==> config.mk <==
export PLATFORM = sky130hd
export DESIGN_NAME = reg_trace_buffer
export DESIGN_NICKNAME = d
export VERILOG_FILES = /design/src/rtl/reg_trace_buffer.sv
export SDC_FILE = /design/constraint.sdc
export NUM_CORES = 1
export LEC_CHECK = 0
export BUFFER_PORTS_ARGS = -buffer_cell sky130_fd_sc_hd__buf_2
export CAP_MARGIN = 0
export CORE_MARGIN = 2
export CORE_UTILIZATION = 55
export DETAILED_ROUTE_END_ITERATION = 10
export PLACE_DENSITY = 0.8
export SYNTH_ARGS = -nofsm -noshare
export SYNTH_HDL_FRONTEND = slang
export SYNTH_SLANG_ARGS = --single-unit
==> constraint.sdc <==
create_clock -name clk -period 4.4 [get_ports clk]
set_input_delay 0.88 -clock clk [delete_from_list [all_inputs] [get_ports clk]]
set_output_delay 0.88 -clock clk [all_outputs]
set_load 0.05 [all_outputs]
==> src/rtl/reg_trace_buffer.sv <==
// Change-capture trace buffer: samples NCH channels, queues each change
// with its timestamp, and stops capturing after a long idle stretch.
module reg_trace_buffer #(
    parameter int WIDTH      = 16,
    parameter int NCH        = 3,
    parameter int DEPTH      = 16,
    parameter int TS_W       = 16,
    parameter int IDLE_LIMIT = 250,
    localparam int CH_W      = (NCH > 1) ? $clog2(NCH) : 1,
    localparam int CNT_W     = $clog2(DEPTH + 1)
) (
    input  logic                 clk,
    input  logic                 rst,
    input  logic                 en,
    input  logic [NCH*WIDTH-1:0] ch_data,
    output logic                 out_valid,
    input  logic                 out_ready,
    output logic [CH_W-1:0]      out_ch,
    output logic [WIDTH-1:0]     out_data,
    output logic [TS_W-1:0]      out_ts,
    output logic [CNT_W-1:0]     count,
    output logic                 coalesced,
    output logic                 done
);

    localparam int PTR_W  = $clog2(DEPTH);
    localparam int IDLE_W = $clog2(IDLE_LIMIT + 1);

    logic [WIDTH-1:0]  shadow_q [NCH];
    logic [WIDTH-1:0]  shadow_d [NCH];
    logic [WIDTH-1:0]  pval_q   [NCH];
    logic [WIDTH-1:0]  pval_d   [NCH];
    logic [TS_W-1:0]   pts_q    [NCH];
    logic [TS_W-1:0]   pts_d    [NCH];
    logic [NCH-1:0]    pend_q, pend_d;
    logic [WIDTH-1:0]  ch_val   [NCH];
    logic [NCH-1:0]    change;

    logic [CH_W-1:0]   mem_ch_q   [DEPTH];
    logic [WIDTH-1:0]  mem_data_q [DEPTH];
    logic [TS_W-1:0]   mem_ts_q   [DEPTH];

    logic [PTR_W-1:0]  wptr_q, wptr_d, rptr_q, rptr_d;
    logic [CNT_W-1:0]  count_q, count_d;
    logic [TS_W-1:0]   ts_q, ts_d;
    logic [IDLE_W-1:0] idle_q, idle_d;
    logic              done_q, done_d;
    logic              coal_q, coal_d;

    logic [CH_W-1:0]   out_ch_q, out_ch_d;
    logic [WIDTH-1:0]  out_data_q, out_data_d;
    logic [TS_W-1:0]   out_ts_q, out_ts_d;

    logic              sample, has_pend, full, pop, push, remain_zero;
    logic [CH_W-1:0]   sel;
    logic [WIDTH-1:0]  push_data;
    logic [TS_W-1:0]   push_ts;

    assign sample      = en && !done_q;
    assign has_pend    = |pend_q;
    assign out_valid   = (count_q != '0);
    assign full        = (count_q == CNT_W'(DEPTH));
    assign pop         = out_valid && out_ready;
    assign push        = has_pend && (!full || pop);
    assign push_data   = pval_q[sel];
    assign push_ts     = pts_q[sel];
    assign remain_zero = (count_q == '0) || (pop && count_q == CNT_W'(1));

    assign out_ch    = out_ch_q;
    assign out_data  = out_data_q;
    assign out_ts    = out_ts_q;
    assign count     = count_q;
    assign coalesced = coal_q;
    assign done      = done_q;

    // Split the flat input bus and flag channels that moved this cycle.
    always_comb begin
        change = '0;
        for (int i = 0; i < NCH; i++) begin
            ch_val[i] = ch_data[i*WIDTH +: WIDTH];
            change[i] = sample && (ch_val[i] != shadow_q[i]);
        end
    end

    // Fixed-priority arbiter: lowest-index pending channel wins.
    always_comb begin
        sel = '0;
        for (int i = NCH - 1; i >= 0; i--) begin
            if (pend_q[i]) sel = CH_W'(i);
        end
    end

    // Pending slots: a push clears, a fresh change (re)loads and wins.
    always_comb begin
        pend_d   = pend_q;
        pval_d   = pval_q;
        pts_d    = pts_q;
        shadow_d = shadow_q;
        coal_d   = coal_q | (|(change & pend_q));
        for (int i = 0; i < NCH; i++) begin
            if (push && sel == CH_W'(i)) pend_d[i] = 1'b0;
            if (change[i]) begin
                pend_d[i]   = 1'b1;
                pval_d[i]   = ch_val[i];
                pts_d[i]    = ts_q;
                shadow_d[i] = ch_val[i];
            end
        end
    end

    // Timestamp and idle tracking; done freezes all capture.
    always_comb begin
        ts_d   = ts_q;
        idle_d = idle_q;
        done_d = done_q;
        if (sample) begin
            ts_d = ts_q + TS_W'(1);
            if (|change) begin
                idle_d = '0;
            end else begin
                idle_d = idle_q + IDLE_W'(1);
                if (idle_d == IDLE_W'(IDLE_LIMIT)) done_d = 1'b1;
            end
        end
    end

    // FIFO pointers, occupancy and the registered head entry.
    always_comb begin
        wptr_d     = wptr_q + PTR_W'(push);
        rptr_d     = rptr_q + PTR_W'(pop);
        count_d    = count_q + CNT_W'(push) - CNT_W'(pop);
        out_ch_d   = out_ch_q;
        out_data_d = out_data_q;
        out_ts_d   = out_ts_q;
        if (count_d != '0) begin
            if (remain_zero) begin
                out_ch_d   = sel;
                out_data_d = push_data;
                out_ts_d   = push_ts;
            end else begin
                out_ch_d   = mem_ch_q[rptr_d];
                out_data_d = mem_data_q[rptr_d];
                out_ts_d   = mem_ts_q[rptr_d];
            end
        end
    end

    // Entry storage; contents are don't-care until written.
    always_ff @(posedge clk) begin
        if (push) begin
            mem_ch_q[wptr_q]   <= sel;
            mem_data_q[wptr_q] <= push_data;
            mem_ts_q[wptr_q]   <= push_ts;
        end
    end

    // Control state with synchronous active-low reset.
    always_ff @(posedge clk) begin
        if (!rst) begin
            shadow_q   <= '{default: '0};
            pval_q     <= '{default: '0};
            pts_q      <= '{default: '0};
            pend_q     <= '0;
            wptr_q     <= '0;
            rptr_q     <= '0;
            count_q    <= '0;
            ts_q       <= '0;
            idle_q     <= '0;
            done_q     <= 1'b0;
            coal_q     <= 1'b0;
            out_ch_q   <= '0;
            out_data_q <= '0;
            out_ts_q   <= '0;
        end else begin
            shadow_q   <= shadow_d;
            pval_q     <= pval_d;
            pts_q      <= pts_d;
            pend_q     <= pend_d;
            wptr_q     <= wptr_d;
            rptr_q     <= rptr_d;
            count_q    <= count_d;
            ts_q       <= ts_d;
            idle_q     <= idle_d;
            done_q     <= done_d;
            coal_q     <= coal_d;
            out_ch_q   <= out_ch_d;
            out_data_q <= out_data_d;
            out_ts_q   <= out_ts_d;
        end
    end

endmodule

### Yosys cells after proc, flatten, opt, wreduce, memory -nomap -nowiden

Memories as Yosys holds them, arrays and structs flattened.
Cells that the tools add are included.

* shift operators: 0
* add/sub/neg operators: 6
* divide/modulo/power cells: 0
* multiplexer cells: 21
* bitwise logic cells: 4
* reductions and logical operators: 25
* magnitude comparators: 1
* eq/ne operators: 8
* multipliers: 0

Operator list (number)
* $mux W16: 6
* $bmux W16 S2: 2
* $ne A16 B16 Y1: 3
* $add A16 B1 Y16 const B: 1
* $logic_and A1 B1 Y1: 10
* $reduce_bool A5 Y1: 2
* $reduce_or A3 Y1: 3
* $add A4 B1 Y4: 2
* $add A8 B1 Y8 const B: 1
* $eq A8 B8 Y1 const B: 1
* $mux W1: 8
* $mux W2: 4
* $mux W8: 1
* $reduce_bool A2 Y1: 3
* $add A5 B1 Y5: 1
* $eq A5 B1 Y1 const B: 1
* $eq A5 B5 Y1 const B: 1
* $logic_not A5 Y1: 1
* $sub A5 B1 Y5: 1
* $and A3 B3 Y3: 1
* $ge A3 B3 Y1 const B: 1
* $not A2 Y3: 1
* $reduce_and A3 Y1: 1
* $eq A2 B1 Y1 const B: 1
* other kinds (6): 8

* memories kept: 3
* bits in writable memories: 544
* input bits: 52
* memory bits (read-only): 0
* latch bits: 0
* output and inout bits: 42
* bits in registers: 172
* logic and storage cells: 87

Memory list
* mem_data_q: depth 16, bits a word 16, read ports 1, clocked after memory_dff 0, wr ports 1, RTL line 40 `logic [WIDTH-1:0] mem_data_q [DEPTH];`
* mem_ts_q: depth 16, bits a word 16, read ports 1, clocked after memory_dff 0, wr ports 1, RTL line 41 `logic [TS_W-1:0] mem_ts_q [DEPTH];`
* mem_ch_q: depth 16, bits a word 2, read ports 1, clocked after memory_dff 0, wr ports 1, RTL line 39 `logic [CH_W-1:0] mem_ch_q [DEPTH];`

### Longest topological paths before layout

* word-level depth: 8
* depth in mapped cells: 18
* gate-level depth less buffers: 16

### Worst setup path before layout

No wires, ideal clock.

* path kind: register to register
* from: reg count_q[2], in the netlist count[2]
* to: mem mem_ch_q[0][0] in the netlist's numbering, enable pin
* buffers on the path: 0
* data required time: 3933 ps
* cell stages (with the launch flop): 7
* arrival: 4014 ps
* period minus slack after synthesis: 4481 ps
* setup slack: -81 ps
* setup time: 467 ps
* cell sequence: dfxtp_1 -> inv_1 -> ha_1 -> nand2b_1 -> nor4b_1 -> or4_1 -> nor3_1

* longest elaborated chain between the ends: 6
* elaborated cells on any way between the ends: 8
* those cells by class: eq/ne: 1; mux: 2; reduce/logical: 5

RTL lines
* start, declared: RTL line 44 `logic [CNT_W-1:0] count_q, count_d;`
* start signal, assigned: RTL line 181 `count_q <= count_d;`
* $eq A5 B5 Y1 or $reduce_bool A5 Y1 (tied branches): RTL line 62, 61
* $logic_not A1 Y1 or $logic_and A1 B1 Y1 (tied branches): RTL line 64, 63
* $logic_or A1 B1 Y1 *: RTL line 64 `assign push = has_pend && (!full || pop);`
* $logic_and A1 B1 Y1 *: RTL line 64
* $mux W1 *: RTL line 150 `if (push) begin`
* $mux W1 (not written as such) *: RTL line 151 `mem_ch_q[wptr_q] <= sel;`
* end, declared: RTL line 39

Every way passes the cells marked *; elsewhere a longest branch is shown, timed or not.

### Final worst setup path

* from: reg count_q[3], in the netlist count[3]
* to: reg out_ts_q[2], in the netlist out_ts[2]

* longest elaborated chain between the ends: 7
* elaborated cells on any way between the ends: 16
* those cells by class: add/sub: 3; eq/ne: 2; mux: 1; reduce/logical: 9; memory: 1

RTL lines
* $eq A5 B5 Y1 or $reduce_bool A5 Y1 (tied branches): RTL line 62, 61
* $logic_not A1 Y1 or $logic_and A1 B1 Y1 (tied branches): RTL line 64, 63
* $logic_or A1 B1 Y1: RTL line 64
* $logic_and A1 B1 Y1: RTL line 64
* $add A5 B1 Y5: RTL line 131 `count_d = count_q + CNT_W'(push) - CNT_W'(pop);`
* $sub A5 B1 Y5: RTL line 131
* $reduce_bool A5 Y1: RTL line 135 `if (count_d != '0) begin`
* end signal, assigned: RTL line 188 `out_ts_q <= out_ts_d;`
* end, declared: RTL line 52 `logic [TS_W-1:0] out_ts_q, out_ts_d;`

Parallel ways exist; a longest one is shown, timed or not.
A chain may end at the register's enable or synchronous reset.

==> flow_results.org <==
** Detailed routing
- Detailed-router iteration count before antenna repair :: 5
- Final routed wirelength across all metal layers :: 71.06 mm
- For this run, design rule violations remaining after detail routing come to 0.
- Final antenna-violating net count :: 0
- In this run, the number of DRC markers left after iteration 0 of detailed routing was 2322.
- The routed layout has 17370 vias.
- Average detailed-routed wire length per instance :: 25.95 µm
- DR vias/cell :: 6.345

** CTS
- The tree is rooted in a sky130_fd_sc_hd__clkbuf_16.
- Worst-path clk slew :: 0.06 ns
- Counting every sink on the clock net gives 716.
- Number of buffers inserted during clock tree synthesis :: 70
- In this run the post-CTS setup repair buffer count came out at 0.
- After clock tree synthesis, the repair step resized 0 gates.
- After clock tree synthesis, the flow added hold-fix buffers numbering 0.
- In this run the number of H-tree levels came out at 3.
- TritonCTS clock tree :: yes
- In this run the deepest clock path goes through 3 buffers.
- Clock latency at the later pin of the worst-skew pair :: 0.60 ns

** Cells and area
- Sequential Area :: 19780 µm²
- Final Util :: 63.04%
- From synthesis to final layout, the design area changed by 13.33%.
- Layout cells sized above 1 :: 20.07%
- The library cell used most frequently in the layout, excluding fill and tap cells, is sky130_fd_sc_hd__edfxtp_1.
- Area occupied by multi-input gates :: 8294 µm²
- The finished cells cover 32340 µm².
- The repair_antennas step left the layout with diodes totalling 0.
- Commonest non-fill, non-tap cells in the layout :: sky130_fd_sc_hd__edfxtp_1, sky130_fd_sc_hd__nand2_1, sky130_fd_sc_hd__dfxtp_1
- The final layout contains 2067 nets.
- Post-layout instance count excluding filler cells :: 2738
- The layout has 3511 filler cells.

** Setup path
- Type of element launching the critical path :: flop
- For this design, the slowest cell found on the critical path is sky130_fd_sc_hd__nor2_4.
- Data arrives at the worst endpoint at 4.61 ns.
- Classification of the worst setup path :: flop to flop
- STA classifies the critical path endpoint as a flop.
- In this run the worst path has a maximum fanout of 32.
- Largest incremental delay on the critical path :: 1.05 ns
- Critical path buffers and inverters :: 2
- Walking the worst path, the cells encountered are inv_1, ha_1, nand2b_1, nor4b_1, nor2_1, nand2_1, nand2_1, ha_1, inv_1, fa_1, nand2b_1, a21oi_1, or3_1, nand4_1, nor2_4, a32o_1.
- Cell family with the largest share of critical-path delay :: simple AND/OR/NAND/NOR gates
- Required time reported for the critical path endpoint :: 4.91 ns

** Floorplanning
- The core region is 51300 µm².
- The floorplan step defined a die boundary enclosing 53720 µm².
- Chip Height :: 231.8 µm
- For this design the top-level I/O count stands at 94.
- The initial utilization of the core area, before any placement, comes to 55.62%.
- Chip width :: 231.8 µm
- The initialized floorplan defines 83 standard-cell rows.

** Synthesis
- Synthesis instantiated 44 different standard cells from the library.
- Fraction of synthesized cell area in xor and xnor cells :: 2.210%
- Cells after Synth :: 1901
- The number of nets handed over by synthesis was 1966.
- Post-synthesis compound-gate area fraction :: 4.977%
- Summing the areas of all and, or, nand and nor instances in the mapped netlist gives 8.445% of the synthesized area.
- Synthesis inferred 716 register bits.
- A synthesized cell averages 15.01 µm².
- Largest family of logic cells by synthesized area :: multiplexers
- Post-synthesis async set-or-reset flop share :: 0%
- Prevailing post-synth register cell :: sky130_fd_sc_hd__edfxtp_1
- Measured against the total synthesized area, the mux share comes to 12.11%.
- The Yosys step of the flow raised 0 warnings.
- Summed instance area of the synthesized netlist :: 28540 µm²
- Number of enable-type register cells in the synthesized netlist :: 544
- Post-synthesis sequential area ratio :: 69.31%
- Of the total synthesized cell area, the portion taken by full adders, half adders and majority gates is 0.5963%.

** STA
- Measured against its own limit, the worst slew margin works out to 13.01%.
- Final critical-path share of the clock period :: 93.13%
- Worst clock skew :: 0.02445 ns
- Final hold violations :: 0
- Fmax :: 0.2441 GHz
- Once routing completed, OpenROAD measured the worst setup slack at 0.3025 ns.
- The worst path in the final design needs a cycle of 4.098 ns, including I/O delays and setup.
- WHS :: 0.4536 ns
- Setup repair after global routing left no endpoint under its margin.
- Final Max Tran Viols :: 0
- Tightest Pin Transition :: 1.302 ns
- After routing, the total negative slack on setup checks comes to 0 ns.
- Setup violations remaining at the end of the flow were counted as 0.

** Pwr
- Across the VDD grid, the largest voltage drop is 0.0003854 V.
- In this run the power density over the cells is 613.2 nW/µm².
- Overall power consumption after layout is estimated at 19.83 mW.
- Static leakage :: 11.41 nW

** Placed design
- In this run, placement finished with an instance count of 2610.
- Buffers placed on the I/O ports in this run total 93.
- Post-detailed-placement cell area :: 30160 µm²
- Place WS :: 0.2536 ns
- Placed wire-length estimate :: 39.83 mm
- Global placement routability congestion :: 0.8952

** Global route
- Global routing consumed, over all layers together, 26.87% of the routing resources.
- Aggregate global routing overflow :: 0
- Wire length of the first global-routing pass :: 107.4 mm
- The number of antenna violations at the first check in global routing was 0.
- The number of global-route vias before repair is 17550.
- Largest net degree at the start of global routing :: 106

** Min path
- Classification of the worst-slack hold path :: flop to flop

** Job
- Max-cap violations in this run came to 0.

** Run status
- Result of the run :: finished clean
## cell type report
type	count	share of cell area, %
Tap cell	680	2.631
Multi-Input combinational cell	1019	25.65
Sequential cell	716	61.16
Clock inverter	25	0.6655
Clock buffer	103	6.090
Timing Repair Buffer	151	3.289
Inverter	44	0.5184
## Yosys cell counts, types with 2 or more instances
master	count	area, µm²
sky130_fd_sc_hd__a21oi_1	139	695.7
sky130_fd_sc_hd__a31oi_1	5	31.28
sky130_fd_sc_hd__a32o_1	32	320.3
sky130_fd_sc_hd__a32oi_1	34	297.8
sky130_fd_sc_hd__and2_1	9	56.30
sky130_fd_sc_hd__and3_1	3	18.77
sky130_fd_sc_hd__buf_1	23	86.33
sky130_fd_sc_hd__buf_2	38	190.2
sky130_fd_sc_hd__clkbuf_1	61	229.0
sky130_fd_sc_hd__dfxtp_1	172	3443
sky130_fd_sc_hd__edfxtp_1	544	16340
sky130_fd_sc_hd__ha_1	12	150.1
sky130_fd_sc_hd__inv_1	43	161.4
sky130_fd_sc_hd__mux2i_1	37	370.4
sky130_fd_sc_hd__mux4_2	137	3085
sky130_fd_sc_hd__nand2_1	247	927.1
sky130_fd_sc_hd__nand2b_1	8	50.05
sky130_fd_sc_hd__nand3_1	143	715.7
sky130_fd_sc_hd__nand3b_1	2	15.01
sky130_fd_sc_hd__nand4_1	4	25.02
sky130_fd_sc_hd__nand4_2	3	37.54
sky130_fd_sc_hd__nand4b_1	2	17.52
sky130_fd_sc_hd__nor2_1	78	292.8
sky130_fd_sc_hd__nor2b_1	4	25.02
sky130_fd_sc_hd__nor3_1	10	50.05
sky130_fd_sc_hd__nor3b_1	2	15.01
sky130_fd_sc_hd__nor4_1	15	93.84
sky130_fd_sc_hd__o21ai_0	4	20.02
sky130_fd_sc_hd__o21ai_1	3	15.01
sky130_fd_sc_hd__or3_1	3	18.77
sky130_fd_sc_hd__xnor2_1	12	105.1
sky130_fd_sc_hd__xor2_1	60	525.5
## cells by family (layout without fill, tap and decap cells)
kind of cell               Yosys count  after routing
buffers and inverters              166            323
adders and majority gates           13             13
muxes                              174            174
AOI/OAI and AO/OA                  222            222
xor gates and xnor gates            72             72
and+or+nand+nor                    538            538
DFF                                716            716
## metal layers
metal / wire length (µm) / up-vias / part of all wire, % / global-route usage, %
li1: - / 7444 / - / -
met1: 26400 / 8748 / 37 / 35.31
met2: 35690 / 1008 / 50 / 44.54
met3: 6644 / 173 / 9.4 / 5.624
met4: 2327 / 0 / 3.3 / 9.796
met5: 0 / - / 0 / 0
## state kept, by name, indices dropped and copies added (netlist names)
name	count
out_data	16
mem_ts_q	256
coalesced	1
pend_q	3
count	5
wptr_q	4
rptr_q	4
out_ts	16
idle_q	8
pts_q	48
pval_q	48
done	1
mem_data_q	256
ts_q	16
mem_ch_q	32
out_ch	2
## report_power, final
| group | total, mW | internal [mW] | switching, mW |
|---|---|---|---|
| Clock | 5.77 | 3.29 | 2.48 |
| Combinational | 6.16 | 2.79 | 3.37 |
| Sequential | 7.90 | 7.66 | 0.236 |
| Total | 19.8 | 13.7 | 6.09 |
## path summary, 6_finish.rpt
| check | startpoint | endpoint | slack [ns] | cells past startpoint |
|---|---|---|---|---|
| worst min-delay path | pts_q[11]$_SDFFE_PN0P_ | pts_q[11]$_SDFFE_PN0P_ | 0.45 | 2 |
| worst max register to register | count[3]$_SDFF_PN0_ | out_ts[2]$_SDFFE_PN0P_ | 0.30 | 16 |
| worst min register to register | pts_q[11]$_SDFFE_PN0P_ | pts_q[11]$_SDFFE_PN0P_ | 0.45 | 2 |
| worst max-delay path | count[3]$_SDFF_PN0_ | out_ts[2]$_SDFFE_PN0P_ | 0.30 | 16 |
## worst reg2reg max path, stage by stage (launching register included)
cell and delay, ns:
sky130_fd_sc_hd__dfxtp_1 0.38, sky130_fd_sc_hd__inv_1 0.09, sky130_fd_sc_hd__ha_1 0.18, sky130_fd_sc_hd__nand2b_1 0.16
sky130_fd_sc_hd__nor4b_1 0.10, sky130_fd_sc_hd__nor2_1 0.27, sky130_fd_sc_hd__nand2_1 0.09, sky130_fd_sc_hd__nand2_1 0.07
sky130_fd_sc_hd__ha_1 0.16, sky130_fd_sc_hd__inv_1 0.07, sky130_fd_sc_hd__fa_1 0.42, sky130_fd_sc_hd__nand2b_1 0.16
sky130_fd_sc_hd__a21oi_1 0.15, sky130_fd_sc_hd__or3_1 0.14, sky130_fd_sc_hd__nand4_1 0.25, sky130_fd_sc_hd__nor2_4 1.05
sky130_fd_sc_hd__a32o_1 0.26
Note: power is estimated with default switching activity, not from simulation.
